**config.mk**
```make
export PLATFORM = sky130hd
export DESIGN_NAME = fpacc
export DESIGN_NICKNAME = d
export VERILOG_FILES = /design/src/rtl/fpacc.sv
export SDC_FILE = /design/constraint.sdc
export NUM_CORES = 1
export LEC_CHECK = 0
export ABC_AREA = 1
export BUFFER_PORTS_ARGS = -buffer_cell sky130_fd_sc_hd__buf_2
export CAP_MARGIN = 15
export CORE_UTILIZATION = 45
export DETAILED_ROUTE_END_ITERATION = 6
export RECOVER_POWER = 50
export REMOVE_ABC_BUFFERS = 1
export SLEW_MARGIN = 20
export SYNTH_ARGS = -nofsm -noshare
export SYNTH_HDL_FRONTEND = slang
export SYNTH_SLANG_ARGS = --single-unit
```
**constraint.sdc**
```tcl
create_clock -name clk -period 30.4 [get_ports clk]
set_input_delay 7.6 -clock clk [delete_from_list [all_inputs] [get_ports clk]]
set_output_delay 7.6 -clock clk [all_outputs]
set_load 0.005 [all_outputs]
```
**src/rtl/fpacc.sv**
```systemverilog
// fpacc: streaming binary32 vector accumulator.
// One AL-deep FP adder is time-shared between AL interleaved partial sums
// while a vector streams in. The partials are then reduced in fixed order,
// and the result is presented on a valid/ready output.
// Optional feature: define FPACC_CNT_EN to add the o_cnt element counter.
module fpacc #(
  parameter int    DW = 32,
  parameter int    AL = 3,
  parameter string OP = "ADD",
  parameter int    CW = 16
) (
  input  logic          clk,
  input  logic          rst,
  input  logic          i_vld,
  output logic          i_rdy,
  input  logic [DW-1:0] i_dat,
  input  logic          i_lst,
  output logic          o_vld,
  input  logic          o_rdy,
  output logic [DW-1:0] o_dat
`ifdef FPACC_CNT_EN
  ,
  output logic [CW-1:0] o_cnt
`endif
);

  localparam int SW = (AL > 1) ? $clog2(AL) : 1;

  if (DW != 32 || AL < 1 || AL > 8 || CW < 1) begin : g_bad_param
    $error("fpacc: unsupported parameter set");
  end

  typedef enum logic [1:0] {S_ACC, S_DRAIN, S_REDUCE, S_OUT} state_t;

  // binary32 add: RNE, subnormals flushed to +0, Inf/NaN per IEEE.
  function automatic logic [31:0] fp_add(input logic [31:0] a, input logic [31:0] b);
    logic [31:0] r, big, sml;
    logic [26:0] mb, ms, mx;
    logic [27:0] sum;
    logic [24:0] mr;
    logic [7:0]  d;
    logic [4:0]  lz;
    logic        a_nan, b_nan, a_inf, b_inf, a_z, b_z, rnd;
    int          er;
    r     = 32'h0;
    a_nan = (&a[30:23]) && (|a[22:0]);
    b_nan = (&b[30:23]) && (|b[22:0]);
    a_inf = (&a[30:23]) && !(|a[22:0]);
    b_inf = (&b[30:23]) && !(|b[22:0]);
    a_z   = (a[30:23] == 8'h00);
    b_z   = (b[30:23] == 8'h00);
    if (a_nan || b_nan)      r = 32'h7FC0_0000;
    else if (a_inf && b_inf) r = (a[31] != b[31]) ? 32'h7FC0_0000 : a;
    else if (a_inf)          r = a;
    else if (b_inf)          r = b;
    else if (a_z && b_z)     r = (a == 32'h8000_0000 && b == 32'h8000_0000) ? a : 32'h0;
    else if (a_z)            r = b;
    else if (b_z)            r = a;
    else begin
      // Align the smaller magnitude onto the larger; 3 extra bits hold guard/round/sticky.
      if (a[30:0] >= b[30:0]) begin big = a; sml = b; end
      else                    begin big = b; sml = a; end
      mb = {1'b1, big[22:0], 3'b000};
      ms = {1'b1, sml[22:0], 3'b000};
      d  = big[30:23] - sml[30:23];
      if (d >= 8'd27) mx = 27'd1;
      else begin
        mx    = ms >> d;
        mx[0] = mx[0] | (|(ms & ((27'd1 << d) - 27'd1)));
      end
      er = int'(big[30:23]);
      if (big[31] == sml[31]) sum = {1'b0, mb} + {1'b0, mx};
      else                    sum = {1'b0, mb} - {1'b0, mx};
      if (sum == 28'd0) r = 32'h0;
      else begin
        if (sum[27]) begin
          sum = {1'b0, sum[27:2], sum[1] | sum[0]};
          er  = er + 1;
        end else begin
          lz = 5'd0;
          for (int i = 0; i <= 26; i++) if (sum[i]) lz = 5'(26 - i);
          sum = sum << lz;
          er  = er - int'(lz);
        end
        rnd = sum[2] && (sum[1] || sum[0] || sum[3]);
        mr  = {1'b0, sum[26:3]} + {24'd0, rnd};
        if (mr[24]) begin
          mr = {1'b0, mr[24:1]};
          er = er + 1;
        end
        if (er <= 0)        r = 32'h0;
        else if (er >= 255) r = {big[31], 8'hFF, 23'h0};
        else                r = {big[31], er[7:0], mr[22:0]};
      end
    end
    return r;
  endfunction

  state_t        state, state_nxt;
  logic [SW-1:0] slot, sub, red_k;
  logic [DW-1:0] part  [AL];
  logic [DW-1:0] p_dat [AL];
  logic [DW-1:0] p_nxt [AL];
  logic          p_vld [AL];
  logic          p_wr  [AL];
  logic [SW-1:0] p_tag [AL];
  logic [DW-1:0] op_a, op_b, x, sum_c, res_val;
  logic          iss_vld, iss_wr, accept, handshake, load_res;

  assign accept    = (state == S_ACC) && i_vld;
  assign handshake = (state == S_OUT) && o_rdy;
  assign load_res  = (state != S_OUT) && (state_nxt == S_OUT);
  assign i_rdy     = (state == S_ACC);
  assign o_vld     = (state == S_OUT);

  // Select adder operands: streaming beat into its slot, or the next reduction step.
  // NOTE: every always_comb output gets a default first so no path can infer a latch.
  always_comb begin
    x       = (OP == "SUB") ? {~i_dat[DW-1], i_dat[DW-2:0]} : i_dat;
    op_a    = (p_vld[AL-1] && p_wr[AL-1] && p_tag[AL-1] == slot) ? p_dat[AL-1] : part[slot];
    op_b    = x;
    iss_vld = 1'b0;
    iss_wr  = 1'b0;
    if (accept) begin
      iss_vld = 1'b1;
      iss_wr  = 1'b1;
    end else if (state == S_REDUCE && sub == '0) begin
      iss_vld = 1'b1;
      op_a    = (red_k == SW'(1)) ? part[0] : p_dat[AL-1];
      op_b    = part[red_k];
    end
    sum_c = fp_add(op_a, op_b);
    for (int i = 0; i < AL; i++) p_nxt[i] = (i == 0) ? sum_c : p_dat[(i > 0) ? i - 1 : 0];
    // The final sum is captured on the same edge it enters the last adder stage.
    res_val = (AL == 1) ? p_dat[AL-1] : p_nxt[AL-1];
  end

  // Next-state decode for ACC -> DRAIN -> REDUCE -> OUT -> ACC.
  always_comb begin
    state_nxt = state;
    case (state)
      S_ACC:    if (accept && i_lst) state_nxt = S_DRAIN;
      S_DRAIN:  if (sub == SW'(AL - 1)) state_nxt = (AL == 1) ? S_OUT : S_REDUCE;
      S_REDUCE: if (sub == SW'(AL - 1) && red_k == SW'(AL - 1)) state_nxt = S_OUT;
      S_OUT:    if (o_rdy) state_nxt = S_ACC;
      default:  state_nxt = S_ACC;
    endcase
  end

  // Control state, partial sums, adder valid pipe and result register.
  // NOTE: sequential state uses non-blocking assignments so all registers update together.
  always_ff @(posedge clk) begin
    if (rst) begin
      state <= S_ACC;
      slot  <= '0;
      sub   <= '0;
      red_k <= SW'(1);
      o_dat <= '0;
      // NOTE: the partial-sum array is reset explicitly; it is the accumulator, not scratch.
      for (int i = 0; i < AL; i++) begin
        part[i]  <= '0;
        p_vld[i] <= 1'b0;
      end
    end else begin
      state <= state_nxt;
      for (int i = 0; i < AL; i++) p_vld[i] <= (i == 0) ? iss_vld : p_vld[(i > 0) ? i - 1 : 0];
      if (handshake) begin
        for (int i = 0; i < AL; i++) part[i] <= '0;
        slot <= '0;
        sub  <= '0;
      end else if (p_vld[AL-1] && p_wr[AL-1]) begin
        part[p_tag[AL-1]] <= p_dat[AL-1];
      end
      if (accept) slot <= (slot == SW'(AL - 1)) ? '0 : slot + SW'(1);
      if (state == S_DRAIN || state == S_REDUCE) sub <= (sub == SW'(AL - 1)) ? '0 : sub + SW'(1);
      if (state == S_DRAIN) red_k <= SW'(1);
      else if (state == S_REDUCE && sub == SW'(AL - 1)) red_k <= red_k + SW'(1);
      if (load_res) o_dat <= res_val;
    end
  end

  // Adder data and tag stages; their validity is carried by p_vld.
  always_ff @(posedge clk) begin
    for (int i = 0; i < AL; i++) begin
      p_dat[i] <= p_nxt[i];
      p_wr[i]  <= (i == 0) ? iss_wr : p_wr[(i > 0) ? i - 1 : 0];
      p_tag[i] <= (i == 0) ? slot : p_tag[(i > 0) ? i - 1 : 0];
    end
  end

`ifdef FPACC_CNT_EN
  logic [CW-1:0] cnt;

  // Saturating beat counter, latched with the result and cleared on handshake.
  always_ff @(posedge clk) begin
    if (rst) begin
      cnt   <= '0;
      o_cnt <= '0;
    end else begin
      if (handshake) begin
        cnt   <= '0;
        o_cnt <= '0;
      end else if (accept && cnt != {CW{1'b1}}) begin
        cnt <= cnt + CW'(1);
      end
      if (load_res) o_cnt <= cnt;
    end
  end
`endif

endmodule

```
---- After elaboration in Yosys (flattened, before gate mapping) ----
Memories as Yosys holds them, arrays and structs flattened. A register that Yosys moved wholly into a read port is not among the register bits.
Index checks and enable logic that the tools add are counted.
operators by class
  magnitude comparators ................... 4
  bitwise logic cells ..................... 9
  $mul .................................... 0
  equality and inequality tests ........... 14
  reductions and logical operators ........ 37
  divide/modulo/power cells ............... 0
  multiplexer cells ....................... 150
  shift-type cells ........................ 3
  add/subtract/negate cells ............... 11
operators by type and width
  kind                                                                 number
  two-way mux 32 bit                                                   55
  two-way mux 27 bit                                                   17
  two-way mux 28 bit                                                   8
  two-way mux 5 bit                                                    36
  == test 32 bit (second input constant)                               2
  OR reduction 23 bit                                                  2
  adder 32 x 2 -> 32 bit (second input constant)                       1
  greater-or-equal comparator 32 x 9 -> 1 bit (second input constant)  1
  less-or-equal comparator 32 x 1 -> 1 bit (second input constant)     1
  OR reduction 32 bit                                                  1
  greater-or-equal comparator 31 bit                                   1
  two-way mux 31 bit                                                   1
  adder 27 x 27 -> 28 bit                                              1
  zero test 28 bit                                                     1
  two-way mux 2 bit                                                    14
  << shifter 28 x 5 -> 27 bit                                          1
  subtractor 27 x 27 -> 28 bit                                         1
  bitwise AND 27 bit                                                   1
  OR reduction 27 bit                                                  1
  << shifter 1 x 8 -> 27 bit (first input constant)                    1
  right shift 27 x 8 -> 27 bit                                         1
  subtractor 27 x 1 -> 27 bit (second input constant)                  1
  adder 24 x 1 -> 25 bit                                               1
  two-way mux 23 bit                                                   1
  22 further kinds                                                     77
storage, ports and cells
  output and inout bits ................... 34
  memories kept ........................... 5
  bits in registers ....................... 40
  logic and storage cells ................. 238
  bits in read-only memories .............. 0
  input bits .............................. 37
  latch bits .............................. 0
  bits in writable memories ............... 204
memories
  name   words  bits a word  rd ports  clocked after memory_dff  write ports  RTL line  source
  p_dat  3      32           3         0                         3            102       logic [DW-1:0] p_dat [AL];
  part   3      32           3         2                         3            101       logic [DW-1:0] part [AL];
  p_tag  3      2            3         0                         3            106       logic [SW-1:0] p_tag [AL];
  p_vld  3      1            3         0                         3            104       logic p_vld [AL];
  p_wr   3      1            3         0                         3            105       logic p_wr [AL];

---- Logic depth before layout (Yosys ltp) ----
Gate-level depths: netlist of run 1.
An unclocked memory read counts as a cell.
  word-level depth ........................ 108
  mapped depth ............................ 106
  depth with buffers taken out ............ 102

---- Worst setup path before layout of run 1 ----
OpenSTA, ideal clock, no wires.
  path kind ............................... input port to flip-flop
  start point ............................. input port i_vld
  end point ............................... memory p_dat[0][3]
  data required time ...................... 30.272 ns
  arrival time ............................ 19.185 ns
  setup time .............................. 0.128 ns
  stages .................................. 93
  buffers on the path ..................... 9
  slack ................................... 11.088 ns
  path through ............................ nand2_1 > inv_2 > nor2_4 > buf_4 > buf_2 > buf_2 > buf_2 > o211ai_1 > o21ai_0 > ha_1 > nand2_1 > inv_2 > nand2_1 > nand2_1 > a21oi_1 > nand2_1 > nor2_4 > nand2_8 > [... 57 more ...] > inv_1 > nor2_1 > nand2_1 > ha_1 > nor4_1 > nand4_1 > a2111o_1 > nand4_1 > nand2_1 > inv_1 > nand2_1 > nor2_1 > nand3_4 > buf_4 > nand4_1 > nand2_1 > nand4_1 > nor2_1
RTL lines
  item                RTL line  source
  start: declaration  14        input logic i_vld,
  end: declaration    102

==> impl_metrics.ini, run 1 <==
[finish]
multi_input_area_sq_um = 14200
layout-drive-gt1-share_pct = 8.498
final_net_count = 3711
final-seq-area_sq_um = 6889
area.growth.synth_to_final_pct = 6.846
antenna_cells_inserted = 0
final_cells = 4269
nFillCells = 5387

[critical_path]
worst_setup_path_end_kind = flip-flop
path_class = primary input to flip-flop
timing.critical_path.from = i_vld
crit_path_max_incr_delay_ps = 900
rr_endpoint = p_dat[0][11]
cell_count_of_the_worst_reg_to_reg_path = 78
worst-endpoint-required_ps = 30870
critical_path.max_fanout = 66
slowest_cp_cell = sky130_fd_sc_hd__ha_1
worst_setup_path_endpoint = p_dat[0][11]
cp.arrival_ps = 24010
critPathLaunchType = primary input
rr_startpoint = state[1]
critical_path.most_common_cell = sky130_fd_sc_hd__nand2_1
worst-r2r-setup-slack_ps = 13270

[run_status]
violated_checks = max-capacitance violations, max-slew violations
outcome = finished, violations left

[hold_path]
path_class_of_the_lowest_slack_min_delay_path = flip-flop to flip-flop

[timing]
timing.final.setup_violations = 0
post-route-min-period_ps = 23550
final-hold-violation-count = 0
max_freq_ghz = 0.04247
worst_slack_ps = 6853
fin_setup_tns_ps = 0
slew_headroom_pct = -63.92
setup_repair_after_global_routing_missed_its_margin = false
maxSlewViolCount = 102
worst_pin_slew_ps = 2459
timing.final.crit_share_pct = 77.46
final.setup_skew_ps = 23.68

[synth]
synth_common_cells = sky130_fd_sc_hd__nand2_1, sky130_fd_sc_hd__nor2_1, sky130_fd_sc_hd__nand3_1
synth-seq-area-share_pct = 29.37
async_reset_ff_share_pct = 0
synth-warning-count = 0
netlist_top_cells_area = sky130_fd_sc_hd__edfxtp_1, sky130_fd_sc_hd__nand2_1, sky130_fd_sc_hd__dfxtp_1
synth_seq_cells = 280
post-synth-top-count-cell = sky130_fd_sc_hd__nand2_1
netlist_area_sq_um = 23450
syn-instance-count = 3596
syn-mean-instance-area_sq_um = 6.521
post_synth_edffs = 128
yosys.area.top_type_share_pct = 16.39
postSynth.topFlopCell = sky130_fd_sc_hd__dfxtp_1
yosysTopAreaCell = sky130_fd_sc_hd__edfxtp_1
synth.lib_cells_used.distinct = 70

[clock_network]
cts-buffers-inserted = 26
post_cts.resized_instances = 0
post-cts-setup-buffer-count = 0
max-clock-path-buffers = 3
cts_tree = built
hold_buf_count_cts = 0
clkLatencyLatePin_ps = 550
cts_sinks = 280
cts_root_buf = sky130_fd_sc_hd__clkbuf_16
htree_num_levels = 1
clk_pin_slew_ps = 70

[die]
floorplan.core_area_sq_um = 51410
design.die.area_sq_um = 53030
io_pins = 71
fp.dieW_microns = 230.3
fp.dieH_microns = 230.3
initial_utilization_pct = 45.62
placementRows = 83

[route]
ant_nets = 0
dr.pass1.iters = 6
drt_iter0_markers = 2472
detail_route.drc_violations = 0
routed_wire_length_per_instance_microns = 21.07
detail_route.wirelength_microns = 89970
route.vias.total = 25119
avgViaCountPerCell = 5.884

[global_routing]
grt_util_all_layers_pct = 33.04
global_route_wire_length_before_repair_microns = 137000
grt_start_max_net_pins = 68
first_global_vias = 23292
initial_antenna_violation_count = 2
globalRoute.totalOverflow = 0

[placement]
post-place-cells = 4221
placement.setup.worst_slack_ps = 6758
place_hpwl_microns = 66860
buffer_ports.inserted = 70
replace_congestion = 1.023

[job]
drv.max_cap_violation_count = 3
[worst max-delay path: cells and delay by family]
kind / cells / cell delay (ps)
buf+inv: 14 / 3100
simple gates: 38 / 6910
compound gates: 19 / 3740
xor+xnor: 1 / 240
fa+ha+maj: 5 / 2270
[routing by layer]
metal  track usage [%]  share of wire [%]
met5                 0                  0
met4             15.48                4.8
met3             2.927                6.9
met2             54.11                 46
met1             43.88                 42
[cell usage in the layout (no fill, tap or decap), types with 31 or more instances in the layout]
master	netlist	layout
sky130_fd_sc_hd__nor3_1	34	34
sky130_fd_sc_hd__buf_4	16	60
sky130_fd_sc_hd__edfxtp_1	128	128
sky130_fd_sc_hd__dfxtp_1	152	150
sky130_fd_sc_hd__nand4_1	108	108
sky130_fd_sc_hd__nor2_1	425	424
sky130_fd_sc_hd__inv_2	31	31
sky130_fd_sc_hd__buf_2	34	60
sky130_fd_sc_hd__a21oi_1	198	198
sky130_fd_sc_hd__nand3_1	359	359
sky130_fd_sc_hd__inv_1	355	355
sky130_fd_sc_hd__nand2_1	813	813
sky130_fd_sc_hd__o211ai_1	59	59
sky130_fd_sc_hd__o21ai_0	325	325
sky130_fd_sc_hd__ha_1	103	102
[cell type report]
type,instances,area share (%)
clock buffers,41,3.191
flip-flops and latches,280,27.50
well taps,680,3.396
inverters,393,5.908
clock inverters,7,0.1498
repair buffers,133,3.191
multi-input cells,2735,56.67
[kinds of logic after synthesis]
| family | count (synthesis) | synth area share (%) |
|---|---|---|
| compound gates | 716 | 17.27 |
| xor+xnor | 42 | 1.665 |
| fa+ha+maj | 105 | 5.666 |
| buf+inv | 581 | 10.13 |
| flops | 280 | 29.37 |
| mux | 2 | 0.08537 |
| simple gates | 1870 | 35.82 |
[how the worst min path moves through the flow]
stage,from,end,slack [ps],cells past startpoint
3_3_place_gp,p_wr[0][1],p_wr[0][2],310,0
6_report,p_dat[0][2],p_dat[0][34],320,0
3_5_place_dp,p_dat[0][28],p_dat[0][60],310,0
2_1_floorplan,p_dat[0][0],p_dat[0][32],310,0
4_1_cts,p_dat[0][2],p_dat[0][34],320,0
5_1_grt,p_dat[0][2],p_dat[0][34],330,0
[registers in the layout (all words and copies together), names as in the netlist, named ones only]
| signal | count |
|---|---|
| p_wr | 3 |
| state | 2 |
| part | 128 |
| p_dat | 96 |
| p_tag | 6 |
| red_k | 2 |
| sub | 2 |
| slot | 2 |
| p_vld | 3 |
| o_dat | 32 |
[stage by stage]
stage	area (sq um)	hold WS, ps	util, %
global route	25060	326.9	48.74
floorplan	22560	309.6	-
global placement	24240	310.8	47.16
CTS	25080	323.8	48.79
detailed placement	24240	312.1	47.16
finish	25060	322.4	48.74
Power of run 1 is not shown: default switching activity piles up to over one toggle a cycle in this logic, so the estimate is an artifact.
==> inputs of run 2 (changes only) <==
- clock period: 30.4 -> 23.4 ns (I/O delays scaled with it)
==> run 2 against run 1 <==
Effect of this change:
- the flow still finishes with violations (max-capacitance violations, max-slew violations)
- count of clock-buffer cells in the layout fell by 2
- wire length grew 0.84%
- utilization is 0.090 points higher
- first-iteration DRC count rose by 1.5%
- non-clock buffer count decreased by 2
- die area is the same
- worst hold slack gained 3.6 ps
- critical path depth rose by 7
- via count about the same
- cell area grew 0.18%
- largest cell class unchanged
==> impl_metrics.ini, run 2 (synthesized netlist as in run 1, its figures left out) <==
[finish]
nFillCells = 5362
area.growth.synth_to_final_pct = 7.043
layout.cells.most_common_list = sky130_fd_sc_hd__nand2_1, sky130_fd_sc_hd__nor2_1, sky130_fd_sc_hd__nand3_1
top_register = part
layout.cells.most_common = sky130_fd_sc_hd__nand2_1
antenna_cells_inserted = 0
largest_register_ffs = 128
postLayoutCellArea_sq_um = 25100
final_net_count = 3709
final-seq-area_sq_um = 6889
multi_input_area_sq_um = 14200
layout-drive-gt1-share_pct = 8.447
top_regs = part (128), p_dat (96), o_dat (32)
layout.core_utilization_pct = 48.83

[run_status]
outcome = finished, violations left
violated_checks = max-capacitance violations, max-slew violations

[clock_network]
clkLatencyLatePin_ps = 550
clk_pin_slew_ps = 60
hold_buf_count_cts = 0
cts_tree = built
post_cts.resized_instances = 0
cts_sinks = 280
max-clock-path-buffers = 3
htree_num_levels = 1
post-cts-setup-buffer-count = 0
cts-buffers-inserted = 26
cts_root_buf = sky130_fd_sc_hd__clkbuf_16

[route]
routedLengthMet1_microns = 37900
avgViaCountPerCell = 5.883
top_layer_used = met4
detailroute.wirelength.met2_microns = 41730
route.vias.total = 25102
detailroute.wirelength.met3_microns = 6629
ant_nets = 0
detail_route.wirelength_microns = 90730
detail_route.drc_violations = 0
drt_iter0_markers = 2509
routed_wire_length_per_instance_microns = 21.26
dr.pass1.iters = 6

[global_routing]
grt_start_max_net_pins = 95
global_route_wire_length_before_repair_microns = 137600
initial_antenna_violation_count = 1
first_global_vias = 23186
grt_util_all_layers_pct = 33.33
globalRoute.totalOverflow = 0

[critical_path]
critical_path.max_fanout = 94
rr_startpoint = state[1]
crit_path_max_incr_delay_ps = 810
cp.arrival_ps = 21970
timing.critical_path.from = i_vld
worst-endpoint-required_ps = 23870
cell_count_of_the_worst_reg_to_reg_path = 85
worst_setup_path_end_kind = flip-flop
critPathLaunchType = primary input
slowest_cp_cell = sky130_fd_sc_hd__nor2_2
path_class = primary input to flip-flop
critical_path.most_common_cell = sky130_fd_sc_hd__nand2_1

[die]
initial_utilization_pct = 45.62
io_pins = 71
design.die.area_sq_um = 53030
placementRows = 83
floorplan.core_area_sq_um = 51410
fp.dieH_microns = 230.3
fp.dieW_microns = 230.3

[timing]
final-hold-violation-count = 0
setup_repair_after_global_routing_missed_its_margin = false
max_freq_ghz = 0.04651
timing.final.setup_violations = 0
post-route-min-period_ps = 21500
fin_setup_tns_ps = 0
slew_headroom_pct = -64.06
final.setup_skew_ps = 22.46
maxSlewViolCount = 136
worst_pin_slew_ps = 2461
timing.final.crit_share_pct = 91.89
worst_slack_ps = 1899

[placement]
place_hpwl_microns = 67240
placedInstanceArea_sq_um = 24240
replace_congestion = 1.020
buffer_ports.inserted = 70
placement.setup.worst_slack_ps = 1702

[hold_path]
path_class_of_the_lowest_slack_min_delay_path = flip-flop to flip-flop
timing.hold.worst.start = p_tag[0][1]
holdPathStages = 0

[job]
drv.max_cap_violation_count = 4
run 2: layout make-up:
type / instances / share of cell area, %
well taps: 680 / 3.389
repair buffers: 131 / 3.155
inverters: 393 / 5.897
flip-flops and latches: 280 / 27.44
clock inverters: 9 / 0.2941
clock buffers: 39 / 3.240
multi-input cells: 2735 / 56.58
run 2: worst max-delay path: cells and delay by family:
family	cells	cell delay (ps)
buffers and inverters	13	2650
and+or+nand+nor	44	7660
xor gates and xnor gates	2	200
adders and majority gates	6	2060
AOI/OAI and AO/OA	19	3380
run 2: layer usage:
layer | track usage, % | up-vias
met1 | 43.83 | 11719
met5 | 0 | -
li1 | - | 12004
met4 | 15.56 | 0
met3 | 3.175 | 197
met2 | 54.92 | 1182
run 2: path summary, 6_finish.rpt:
| check | slack [ps] | endpoint |
|---|---|---|
| worst max register to register | 6570 | p_dat[0][19] |
| worst max-delay path | 1900 | p_dat[0][19] |
| worst min register to register | 330 | p_tag[0][3] |
| worst min-delay path | 330 | p_tag[0][3] |
run 2: stage by stage:
step | hold slack (ps) | instances
floorplan | 309.6 | 3408
global placement | 310.6 | 4219
detailed placement | 312.1 | 4219
CTS | 326.5 | 4267
global route | 333.1 | 4267
finish | 326.0 | 4267
Power of run 2 is left out for the same reason.
